--- src/rtl/ym_sched_pkg.sv ---
// rtl/ym_sched_pkg.sv - shared defaults, prescaler encodings and state types for the slot scheduler
package ym_sched_pkg;

  localparam int SLOT_COUNT_DEF = 24;
  localparam int BUSY_SLOTS_DEF = 32;
  localparam logic [2:0] P_RESET = 3'd6;

  typedef enum logic [1:0] {
    PRESC_DIV6     = 2'd0,
    PRESC_DIV4     = 2'd1,
    PRESC_DIV2     = 2'd2,
    PRESC_DIV6_ALT = 2'd3
  } presc_e;

  typedef enum logic [1:0] {
    WR_IDLE,
    WR_PEND,
    WR_HOLD
  } wr_state_e;

  function automatic logic [2:0] presc_to_p(input logic [1:0] sel);
    case (presc_e'(sel))
      PRESC_DIV4: return 3'd4;
      PRESC_DIV2: return 3'd2;
      default:    return 3'd6;
    endcase
  endfunction

endpackage

--- src/rtl/ym_slot_sched_if.sv ---
// rtl/ym_slot_sched_if.sv - CPU write request and register-file commit bus
interface ym_slot_sched_if;
  logic       wr_req;
  logic [7:0] wr_addr;
  logic [7:0] wr_data;
  logic       wr_ack;
  logic       busy;
  logic       reg_we;
  logic [7:0] reg_addr;
  logic [7:0] reg_data;

  modport master (
    output wr_req, wr_addr, wr_data,
    input  wr_ack, busy, reg_we, reg_addr, reg_data
  );

  modport slave (
    input  wr_req, wr_addr, wr_data,
    output wr_ack, busy, reg_we, reg_addr, reg_data
  );
endinterface

--- src/rtl/ym_sched_div.sv ---
// rtl/ym_sched_div.sv - phase divider producing non-overlapping c1/c2 enables from MCLK
module ym_sched_div
  import ym_sched_pkg::*;
(
  input  logic       i_mclk,
  input  logic       i_rst_n,
  input  logic [1:0] i_presc,
  output logic       o_c1,
  output logic       o_c2,
  output logic       o_c1_set
);

  logic [2:0] r_phase;
  logic [2:0] r_p;
  logic [2:0] w_p;
  logic       w_c2_set;

  // The period length is only re-read while the counter sits at phase 0, so a
  // running period always completes with the length it started with.
  assign w_p      = (r_phase == 3'd0) ? presc_to_p(i_presc) : r_p;
  assign o_c1_set = (r_phase == w_p - 3'd1);
  assign w_c2_set = (r_phase == (w_p >> 1) - 3'd1);

  always_ff @(posedge i_mclk or negedge i_rst_n) begin
    if (!i_rst_n) begin
      r_phase <= 3'd0;
      r_p     <= P_RESET;
      o_c1    <= 1'b0;
      o_c2    <= 1'b0;
    end else begin
      r_p     <= w_p;
      r_phase <= o_c1_set ? 3'd0 : r_phase + 3'd1;
      o_c1    <= o_c1_set;
      o_c2    <= w_c2_set;
    end
  end

endmodule

--- src/rtl/ym_slot_sched.sv ---
// rtl/ym_slot_sched.sv - slot sequencer and single-entry register write arbiter
module ym_slot_sched
  import ym_sched_pkg::*;
#(
  parameter int SLOT_COUNT = SLOT_COUNT_DEF,
  parameter int BUSY_SLOTS = BUSY_SLOTS_DEF
) (
  input  logic                  MCLK,
  input  logic                  reset_n,
  input  logic [1:0]            presc,
  ym_slot_sched_if.slave        wr,
  output logic                  c1,
  output logic                  c2,
  output logic [4:0]            slot,
  output logic                  cycle_sync
);

  localparam int CW = $clog2(BUSY_SLOTS) + 1;

  logic            w_c1_set;
  logic [4:0]      w_slot_next;
  wr_state_e       r_state;
  logic [CW-1:0]   r_cnt;

  ym_sched_div u_div (
    .i_mclk   (MCLK),
    .i_rst_n  (reset_n),
    .i_presc  (presc),
    .o_c1     (c1),
    .o_c2     (c2),
    .o_c1_set (w_c1_set)
  );

  always_comb begin
    w_slot_next = slot;
    if (c2)
      w_slot_next = (slot == 5'(SLOT_COUNT - 1)) ? 5'd0 : slot + 5'd1;
  end

  // cycle_sync looks at the slot value being loaded on the same edge as c1.
  always_ff @(posedge MCLK or negedge reset_n) begin
    if (!reset_n) begin
      slot       <= 5'd0;
      cycle_sync <= 1'b0;
    end else begin
      slot       <= w_slot_next;
      cycle_sync <= w_c1_set && (w_slot_next == 5'd0);
    end
  end

  always_ff @(posedge MCLK or negedge reset_n) begin
    if (!reset_n) begin
      r_state     <= WR_IDLE;
      r_cnt       <= '0;
      wr.wr_ack   <= 1'b0;
      wr.busy     <= 1'b0;
      wr.reg_we   <= 1'b0;
      wr.reg_addr <= 8'd0;
      wr.reg_data <= 8'd0;
    end else begin
      wr.wr_ack <= 1'b0;
      wr.reg_we <= 1'b0;
      case (r_state)
        WR_IDLE: begin
          if (wr.wr_req) begin
            wr.reg_addr <= wr.wr_addr;
            wr.reg_data <= wr.wr_data;
            wr.wr_ack   <= 1'b1;
            wr.busy     <= 1'b1;
            r_state     <= WR_PEND;
          end
        end
        // Entered on the accept edge, so a c1 coinciding with wr_ack is skipped.
        WR_PEND: begin
          if (w_c1_set) begin
            wr.reg_we <= 1'b1;
            r_cnt     <= '0;
            r_state   <= WR_HOLD;
          end
        end
        WR_HOLD: begin
          if (c2) begin
            if (r_cnt == CW'(BUSY_SLOTS - 1)) begin
              wr.busy <= 1'b0;
              r_state <= WR_IDLE;
            end else begin
              r_cnt <= r_cnt + 1'b1;
            end
          end
        end
        default: r_state <= WR_IDLE;
      endcase
    end
  end

endmodule

--- src/flat_wrapper.sv ---
// flat-port wrapper written by rule: the top's interface ports become plain ports
module ym_slot_sched_flat import ym_sched_pkg::*;
#(
  parameter int SLOT_COUNT = SLOT_COUNT_DEF,
  parameter int BUSY_SLOTS = BUSY_SLOTS_DEF
)
  (MCLK, reset_n, presc, c1, c2, slot, cycle_sync, wr_wr_req, wr_wr_addr, wr_wr_data, wr_wr_ack, wr_busy, wr_reg_we, wr_reg_addr, wr_reg_data);
  ym_slot_sched_if wr_i ();
  input  logic MCLK;
  input  logic reset_n;
  input  logic [1:0] presc;
  output logic c1;
  output logic c2;
  output logic [4:0] slot;
  output logic cycle_sync;
  input wire logic [$bits(wr_i.wr_req)-1:0] wr_wr_req;
  input wire logic [$bits(wr_i.wr_addr)-1:0] wr_wr_addr;
  input wire logic [$bits(wr_i.wr_data)-1:0] wr_wr_data;
  output wire logic [$bits(wr_i.wr_ack)-1:0] wr_wr_ack;
  output wire logic [$bits(wr_i.busy)-1:0] wr_busy;
  output wire logic [$bits(wr_i.reg_we)-1:0] wr_reg_we;
  output wire logic [$bits(wr_i.reg_addr)-1:0] wr_reg_addr;
  output wire logic [$bits(wr_i.reg_data)-1:0] wr_reg_data;
  assign wr_i.wr_req = wr_wr_req;
  assign wr_i.wr_addr = wr_wr_addr;
  assign wr_i.wr_data = wr_wr_data;
  assign wr_wr_ack = wr_i.wr_ack;
  assign wr_busy = wr_i.busy;
  assign wr_reg_we = wr_i.reg_we;
  assign wr_reg_addr = wr_i.reg_addr;
  assign wr_reg_data = wr_i.reg_data;
  ym_slot_sched #(.SLOT_COUNT(SLOT_COUNT), .BUSY_SLOTS(BUSY_SLOTS)) u_core (.MCLK(MCLK), .reset_n(reset_n), .presc(presc), .wr(wr_i), .c1(c1), .c2(c2), .slot(slot), .cycle_sync(cycle_sync));
endmodule
--- config.mk ---
export PLATFORM = sky130hd
export DESIGN_NAME = ym_slot_sched_flat
export DESIGN_NICKNAME = d
export VERILOG_FILES = /design/src/rtl/ym_sched_pkg.sv /design/src/rtl/ym_slot_sched_if.sv /design/src/rtl/ym_sched_div.sv /design/src/rtl/ym_slot_sched.sv /design/src/flat_wrapper.sv
export SDC_FILE = /design/constraint.sdc
export NUM_CORES = 1
export LEC_CHECK = 0
export BUFFER_PORTS_ARGS = -buffer_cell sky130_fd_sc_hd__buf_2
export CAP_MARGIN = 25
export CORE_ASPECT_RATIO = 0.6
export CORE_MARGIN = 5
export CORE_UTILIZATION = 40
export CTS_CLUSTER_SIZE = 14
export DETAILED_ROUTE_END_ITERATION = 7
export PLACE_DENSITY = 0.63
export SYNTH_ARGS = -nofsm -noshare
export SYNTH_HDL_FRONTEND = slang
export SYNTH_SLANG_ARGS = --single-unit
--- constraint.sdc ---
create_clock -name MCLK -period 3.35 [get_ports MCLK]
set_clock_uncertainty 0.15 [all_clocks]
set_input_delay 0.67 -clock MCLK [delete_from_list [all_inputs] [get_ports MCLK]]
set_output_delay 0.67 -clock MCLK [all_outputs]
set_load 0.005 [all_outputs]
==> flow_results.xml, run 1 <==
<?xml version="1.0" encoding="UTF-8"?>
<metrics>
  <group name="run_status">
    <metric name="outcome" unit="">completed</metric>
  </group>
  <group name="detailed_routing">
    <metric name="drcViolationCount" unit="">0</metric>
    <metric name="routedWlPerCell" unit="um">13.80</metric>
    <metric name="detailedRoute.firstIterationViolations" unit="">88</metric>
    <metric name="avgViaCountPerCell" unit="">5.116</metric>
    <metric name="wl" unit="um">4042</metric>
    <metric name="drt_pass1_iterations" unit="">4</metric>
    <metric name="route.antenna.remaining_nets" unit="">0</metric>
    <metric name="vias" unit="">1499</metric>
  </group>
  <group name="clock_tree">
    <metric name="clock_tree.buffer_depth" unit="">2</metric>
    <metric name="tritoncts.num_buffers" unit="">5</metric>
    <metric name="cts-root-buf" unit="">clkbuf_8</metric>
    <metric name="path_clk_slew" unit="ps">80</metric>
    <metric name="cts_num_sinks" unit="">41</metric>
    <metric name="cts_hold_buffers" unit="">0</metric>
    <metric name="cts_tree" unit="">done</metric>
    <metric name="cts_post_setup_buffers_inserted" unit="">0</metric>
    <metric name="cts-resized-gates" unit="">0</metric>
    <metric name="worst_skew_pair.late_latency" unit="ps">290</metric>
    <metric name="h-tree-depth" unit="">2</metric>
  </group>
  <group name="synth">
    <metric name="post_synth_mux_area_share" unit="">0.1097</metric>
    <metric name="largest_cells_by_area_after_synthesis" unit="">dfrtp_1, mux2_2, nor2_1</metric>
    <metric name="fraction_of_the_mapped_netlist_area_in_compound_gates" unit="">0.08595</metric>
    <metric name="post_synth_instance_area" unit="um2">1951</metric>
    <metric name="synth_simple_gate_area_frac" unit="">0.1905</metric>
    <metric name="synthAdderAreaFrac" unit="">0.02566</metric>
    <metric name="yosys_warnings" unit="">0</metric>
    <metric name="yosys_register_bits" unit="">41</metric>
    <metric name="netlist_instances" unit="">180</metric>
    <metric name="leading_register_cell_type_out_of_synthesis" unit="">dfrtp_1</metric>
    <metric name="post_synth_edffs" unit="">0</metric>
    <metric name="synthDominantAreaCellType" unit="">dfrtp_1</metric>
    <metric name="synth_xor_area_frac" unit="">0.02245</metric>
    <metric name="area_share_of_the_largest_cell_type_after_synthesis" unit="">0.5003</metric>
    <metric name="syn_nets" unit="">205</metric>
    <metric name="sequential_share_of_the_synthesized_area" unit="">0.5273</metric>
    <metric name="synth-async-reset-ratio" unit="">1.000</metric>
    <metric name="synth_top_family_by_area" unit="">simple AND/OR/NAND/NOR gates</metric>
    <metric name="synth_area_per_cell" unit="um2">10.84</metric>
    <metric name="synth_cell_types" unit="">42</metric>
  </group>
  <group name="floorplan">
    <metric name="die_height" unit="um">64.09</metric>
    <metric name="fp.dieArea" unit="um2">6419</metric>
    <metric name="die-width" unit="um">100.2</metric>
    <metric name="ioPinCount" unit="">48</metric>
    <metric name="std_cell_rows" unit="">19</metric>
    <metric name="core_area" unit="um2">4636</metric>
    <metric name="initial_utilization" unit="">0.4208</metric>
  </group>
  <group name="grt">
    <metric name="grt_antenna_before_repair" unit="">0</metric>
    <metric name="groute.layer.met2.usage" unit="">0.1881</metric>
    <metric name="grt_pass1_wl" unit="um">6741</metric>
    <metric name="first_global_vias" unit="">1382</metric>
    <metric name="grt_max_degree" unit="">42</metric>
    <metric name="grt.busiest_layer" unit="">met1</metric>
    <metric name="grt_use_met1" unit="">0.1885</metric>
    <metric name="gr-usage-all-layers" unit="">0.1326</metric>
    <metric name="globalRouteMet3Util" unit="">0.03913</metric>
    <metric name="globalRoute.totalOverflow" unit="">0</metric>
  </group>
  <group name="worst_setup_path">
    <metric name="cp_data_arrival_time" unit="ps">2550</metric>
    <metric name="setup.worst_path.class" unit="">reg -&gt; reg</metric>
    <metric name="worst_ep_required_time" unit="ps">3440</metric>
    <metric name="crit_path_end_kind" unit="">flop</metric>
    <metric name="rr_worst_depth" unit="">8</metric>
    <metric name="setup.worst_path.start_class" unit="">flop</metric>
    <metric name="worstPathMaxFanout" unit="">11</metric>
  </group>
  <group name="power">
    <metric name="leakage" unit="nW">1.108</metric>
    <metric name="power.density_cell_area" unit="nW/um2">863.2</metric>
    <metric name="vdd_drop_max" unit="mV">0.4096</metric>
  </group>
  <group name="timing">
    <metric name="hold_slack" unit="ps">346.7</metric>
    <metric name="finalHoldViolations" unit="">0</metric>
    <metric name="max-slew-margin-rel" unit="">0.4142</metric>
    <metric name="setup_viol" unit="">0</metric>
    <metric name="worstMarginPinSlew" unit="ps">878.7</metric>
    <metric name="fin_crit_share" unit="">0.7342</metric>
    <metric name="timing_max_transition_violations_final" unit="">0</metric>
    <metric name="timing.fmax" unit="GHz">0.4066</metric>
    <metric name="final.min_clock_period" unit="ps">2459</metric>
    <metric name="rsz0062_at_grt" unit="">no</metric>
    <metric name="setup-tns-final" unit="ps">0</metric>
  </group>
  <group name="placement">
    <metric name="numPortBuffers" unit="">47</metric>
    <metric name="placed_cells_incl_taps" unit="">285</metric>
    <metric name="dp_hpwl" unit="um">2983</metric>
    <metric name="routabilityCongestion" unit="">0.8892</metric>
  </group>
  <group name="finish">
    <metric name="num-nets-final" unit="">254</metric>
    <metric name="final_cells" unit="">293</metric>
    <metric name="multiInputGateArea" unit="um2">852.1</metric>
    <metric name="layout.filler_cells" unit="">439</metric>
    <metric name="drive_above_1_share" unit="">0.3478</metric>
    <metric name="mostFrequentLayoutCell" unit="">buf_2</metric>
    <metric name="num_antenna_cells" unit="">0</metric>
    <metric name="seq_area" unit="um2">1028</metric>
    <metric name="layout_common_cells" unit="">buf_2, dfrtp_1, mux2_2</metric>
    <metric name="synthToLayoutAreaGrowth" unit="%">21.68</metric>
  </group>
  <group name="run">
    <metric name="maxCapViolations" unit="">0</metric>
  </group>
  <group name="worst_hold_path">
    <metric name="class_of_the_worst_hold_path" unit="">in -&gt; async</metric>
  </group>
</metrics>
[worst paths after layout]
kind	startpoint	end	slack, ps
setup / recovery	u_core.u_div.r_phase[0]$_DFF_PN0_	u_core.cycle_sync$_DFF_PN0_	890
hold / removal	reset_n	u_core.r_cnt[4]$_DFFE_PN0P_	350
setup reg to reg	u_core.u_div.r_phase[0]$_DFF_PN0_	u_core.cycle_sync$_DFF_PN0_	890
hold reg to reg	u_core.wr.reg_addr[1]$_DFFE_PN0P_	u_core.wr.reg_addr[1]$_DFFE_PN0P_	350
max in group asynchronous	reset_n	u_core.slot[0]$_DFF_PN0_	2160
min in group MCLK	u_core.wr.reg_addr[1]$_DFFE_PN0P_	u_core.wr.reg_addr[1]$_DFFE_PN0P_	350
[where the power goes]
group | switching (W) | internal (W)
clock | 0.000174 | 0.000300
sequential | 0.000189 | 0.000702
combinational | 0.000329 | 0.000355
total | 0.000692 | 0.00136
[synth_stat cells, types with 2 or more instances]
master,instances
or3_1,2
xnor2_1,3
xor2_1,2
nand4_1,5
o21ai_0,9
buf_6,2
dfstp_2,2
dfrtp_1,39
nand2b_1,7
o211ai_1,2
buf_2,3
and3_1,3
nor2_1,15
inv_1,8
nor2b_1,3
mux2i_1,2
nor4_1,4
nand2_1,11
mux2_2,16
a211oi_1,2
nand3_1,5
nor3_1,7
nor3b_1,2
ha_1,4
a21oi_1,5
[state kept, by name, summed over array words and instances, names as in the netlist]
register              count
u_core.u_div.o_c2         1
u_core.u_div.r_phase      3
u_core.u_div.r_p          3
u_core.wr.reg_addr        8
u_core.wr.reg_we          1
u_core.wr.wr_ack          1
u_core.r_state            2
u_core.r_cnt              6
u_core.wr.reg_data        8
u_core.cycle_sync         1
u_core.slot               5
u_core.u_div.o_c1         1
u_core.wr.busy            1
[cell type report]
| cell class | instances | share of cell area |
|---|---|---|
| clock buffers | 5 | 0.02899 |
| well taps | 63 | 0.03321 |
| inverters | 9 | 0.01423 |
| flip-flops and latches | 41 | 0.4333 |
| clock inverters | 3 | 0.02899 |
| repair buffers | 48 | 0.1023 |
| multi-input cells | 124 | 0.3590 |
[layer usage]
layer / share of wire / vias to the layer above / wire (um)
li1: - / 736 / -
met1: 0.49 / 719 / 1975
met2: 0.44 / 40 / 1791
met3: 0.058 / 4 / 233
met4: 0.010 / 0 / 41
met5: 0 / - / 0
[cell families after synthesis]
| logic type | count (synthesis) |
|---|---|
| buf+inv | 15 |
| simple gates | 69 |
| fa+ha+maj | 4 |
| flops | 41 |
| compound gates | 27 |
| xor+xnor | 5 |
| mux | 19 |
[worst max-delay path, stage by stage (launching register included)]
cell and delay [ps]:
dfrtp_1 490, inv_1 130, ha_1 230, nor2b_4 230
mux2i_2 380, inv_2 110, nor4_1 260, or3_1 260
and2_4 170
[per-stage QoR]
stage	setup WS (ps)	power [W]	utilization	area, um2
after floorplan	1077	0.001342	-	1951
after global placement	984.5	0.001584	0.4823	2236
after detailed placement	931.0	0.001594	0.4823	2236
after CTS	913.7	0.002076	0.5120	2374
after global routing	745.8	0.002223	0.5120	2374
final	890.5	0.002049	0.5120	2374
Power figures use the tool's default switching activity.
==> run 2: changes to the inputs <==
Settings changed: PLACE_DENSITY 0.63 to 0.65.
Clock period 3.35 ns to 2.1 ns, I/O delays scaled along.
==> run 2 against run 1 <==
  * The flow now finishes with violations (negative setup slack)
  * Routed wire length increased by 6.1%
  * Die area unchanged
  * Cell area grew 9.8%
  * Via count increased by 4.3%
  * Critical endpoint unchanged
  * Largest cell class unchanged
  * Largest power group is now combinational logic
  * Highest routed layer unchanged
==> flow_results.xml, run 2 (synthesized netlist as in run 1, its figures left out) <==
<?xml version="1.0" encoding="UTF-8"?>
<metrics>
  <group name="run_status">
    <metric name="outcome" unit="">finished, violations left</metric>
    <metric name="failed_checks" unit="">negative setup slack</metric>
  </group>
  <group name="worst_setup_path">
    <metric name="worst_setup_path_endpoint" unit="">u_core.cycle_sync$_DFF_PN0_</metric>
    <metric name="timing.critical_path.depth" unit="">7</metric>
    <metric name="cp-startpoint" unit="">u_core.u_div.r_phase[0]$_DFF_PN0_</metric>
    <metric name="setup.worst_path.start_class" unit="">flop</metric>
    <metric name="worst_ep_required_time" unit="ps">2150</metric>
    <metric name="worstPathMaxFanout" unit="">6</metric>
    <metric name="rr_worst_depth" unit="">7</metric>
    <metric name="cp_cell_sequence" unit="">inv_4 -&gt; ha_4 -&gt; nor2b_4 -&gt; nor2_1 -&gt; nor4_1 -&gt; or3_4 -&gt; and2_4</metric>
    <metric name="crit_family" unit="">simple AND/OR/NAND/NOR gates</metric>
    <metric name="cp_data_arrival_time" unit="ps">2170</metric>
    <metric name="crit-reg2reg-capture" unit="">u_core.cycle_sync$_DFF_PN0_</metric>
    <metric name="crit-reg2reg-launch" unit="">u_core.u_div.r_phase[0]$_DFF_PN0_</metric>
    <metric name="max_stage_delay" unit="ps">460</metric>
    <metric name="slowest_stage" unit="">or3_4</metric>
    <metric name="setup.worst_path.class" unit="">reg -&gt; reg</metric>
    <metric name="path_buf_inv" unit="">1</metric>
    <metric name="ff_to_ff_setup_slack" unit="ps">-20</metric>
    <metric name="crit_path_end_kind" unit="">flop</metric>
  </group>
  <group name="timing">
    <metric name="worstMarginPinSlew" unit="ps">509.3</metric>
    <metric name="setup_viol" unit="">1</metric>
    <metric name="finalHoldViolations" unit="">0</metric>
    <metric name="hold_slack" unit="ps">16.46</metric>
    <metric name="timing.final.ws_setup" unit="ps">-24.39</metric>
    <metric name="timing.fmax" unit="GHz">0.4707</metric>
    <metric name="rsz0062_at_grt" unit="">yes</metric>
    <metric name="final.min_clock_period" unit="ps">2124</metric>
    <metric name="fin_crit_share" unit="">1.012</metric>
    <metric name="timing_max_transition_violations_final" unit="">0</metric>
    <metric name="max-slew-margin-rel" unit="">0.6604</metric>
    <metric name="setup-tns-final" unit="ps">-24.39</metric>
  </group>
  <group name="detailed_routing">
    <metric name="routedWlPerCell" unit="um">13.71</metric>
    <metric name="detailedRoute.firstIterationViolations" unit="">122</metric>
    <metric name="drt_pass1_iterations" unit="">4</metric>
    <metric name="route.antenna.remaining_nets" unit="">0</metric>
    <metric name="wl" unit="um">4290</metric>
    <metric name="drcViolationCount" unit="">0</metric>
    <metric name="avgViaCountPerCell" unit="">4.994</metric>
    <metric name="vias" unit="">1563</metric>
  </group>
  <group name="finish">
    <metric name="drive_above_1_share" unit="">0.4440</metric>
    <metric name="multiInputGateArea" unit="um2">930.9</metric>
    <metric name="layout_common_cells" unit="">buf_2, dfrtp_1, buf_4</metric>
    <metric name="mostFrequentLayoutCell" unit="">buf_2</metric>
    <metric name="layout_top_registers" unit="">u_core.wr.reg_addr (8), u_core.wr.reg_data (8), u_core.r_cnt (6)</metric>
    <metric name="final_cells" unit="">313</metric>
    <metric name="final_core_utilization" unit="">0.5619</metric>
    <metric name="layout.filler_cells" unit="">422</metric>
    <metric name="num_antenna_cells" unit="">0</metric>
    <metric name="seq_area" unit="um2">1028</metric>
    <metric name="num-nets-final" unit="">274</metric>
    <metric name="synthToLayoutAreaGrowth" unit="%">33.55</metric>
  </group>
  <group name="clock_tree">
    <metric name="h-tree-depth" unit="">2</metric>
    <metric name="cts_tree" unit="">done</metric>
    <metric name="worst_skew_pair.late_latency" unit="ps">300</metric>
    <metric name="cts-root-buf" unit="">clkbuf_8</metric>
    <metric name="cts_num_sinks" unit="">41</metric>
    <metric name="path_clk_slew" unit="ps">80</metric>
    <metric name="cts_hold_buffers" unit="">0</metric>
    <metric name="tritoncts.num_buffers" unit="">5</metric>
    <metric name="clock_tree.buffer_depth" unit="">2</metric>
  </group>
  <group name="grt">
    <metric name="grt_max_degree" unit="">42</metric>
    <metric name="grt_pass1_wl" unit="um">7210</metric>
    <metric name="first_global_vias" unit="">1554</metric>
    <metric name="grt_antenna_before_repair" unit="">0</metric>
    <metric name="gr-usage-all-layers" unit="">0.1427</metric>
    <metric name="globalRoute.totalOverflow" unit="">0</metric>
  </group>
  <group name="floorplan">
    <metric name="fp.dieArea" unit="um2">6419</metric>
    <metric name="core_area" unit="um2">4636</metric>
    <metric name="die-width" unit="um">100.2</metric>
    <metric name="initial_utilization" unit="">0.4208</metric>
    <metric name="ioPinCount" unit="">48</metric>
    <metric name="std_cell_rows" unit="">19</metric>
    <metric name="die_height" unit="um">64.09</metric>
  </group>
  <group name="placement">
    <metric name="numPortBuffers" unit="">47</metric>
    <metric name="dp_hpwl" unit="um">3172</metric>
    <metric name="routabilityCongestion" unit="">0.8663</metric>
    <metric name="place_worst_setup_slack" unit="ps">-17.32</metric>
    <metric name="placed_cells_incl_taps" unit="">302</metric>
  </group>
  <group name="power">
    <metric name="leakage" unit="nW">1.219</metric>
    <metric name="power.density_cell_area" unit="nW/um2">1363</metric>
    <metric name="vdd_drop_max" unit="mV">0.8076</metric>
  </group>
  <group name="run">
    <metric name="maxCapViolations" unit="">0</metric>
  </group>
  <group name="worst_hold_path">
    <metric name="class_of_the_worst_hold_path" unit="">in -&gt; async</metric>
  </group>
</metrics>
run 2: cell count changes in the layout (fill, tap and decap cells not counted), moves of 2 or more:
cell	change
mux2i_4	+2
inv_2	+2
nor3_2	+2
buf_4	+19
inv_1	-3
nor3_1	-2
o21ai_1	+5
o21ai_0	-5
run 2: worst min path at each step:
| stage | depth (start not counted) | slack, ps | endpoint |
|---|---|---|---|
| 2_1_floorplan | 0 | -30 | u_core.cycle_sync$_DFF_PN0_ |
| 3_3_place_gp | 1 | 340 | u_core.wr.reg_addr[7]$_DFFE_PN0P_ |
| 3_5_place_dp | 1 | 340 | u_core.wr.reg_data[3]$_DFFE_PN0P_ |
| 4_1_cts | 2 | 40 | u_core.slot[0]$_DFF_PN0_ |
| 5_1_grt | 2 | 70 | u_core.slot[0]$_DFF_PN0_ |
| 6_report | 2 | 20 | u_core.slot[0]$_DFF_PN0_ |
run 2: timing repair:
action                                  in CTS  in global routing
gates cloned                                 0                  0
pin swaps                                    0                  6
gates resized for setup                      1                 17
setup buffers                                0                  3
endpoints found under the setup margin       3                 15
endpoints found under the hold margin        0                  0
run 2: through the flow:
stage	power (W)	area, um2
finish	0.003552	2605
global route	0.003834	2605
CTS	0.003473	2526
floorplan	0.002156	1981
detailed placement	0.002701	2387
global placement	0.002692	2387
run 2: cell type report:
class | count | area share
inverters | 9 | 0.01393
well taps | 63 | 0.03026
multi-input cells | 124 | 0.3573
flip-flops and latches | 41 | 0.3948
clock inverters | 3 | 0.02498
clock buffers | 5 | 0.02642
repair buffers | 68 | 0.1523
run 2: where the power goes:
group / internal (W) / switching (W)
clock network: 0.000472 / 0.000278
registers: 0.00112 / 0.000242
logic: 0.000755 / 0.000683
run 2: per-layer routing:
metal	part of all wire	wire [um]	track usage	vias up
met5	0	0	0	-
met4	0.014	60	0.05546	0
met3	0.093	397	0.05000	7
met2	0.42	1809	0.1988	59
met1	0.47	2023	0.2026	721
li1	-	-	-	776
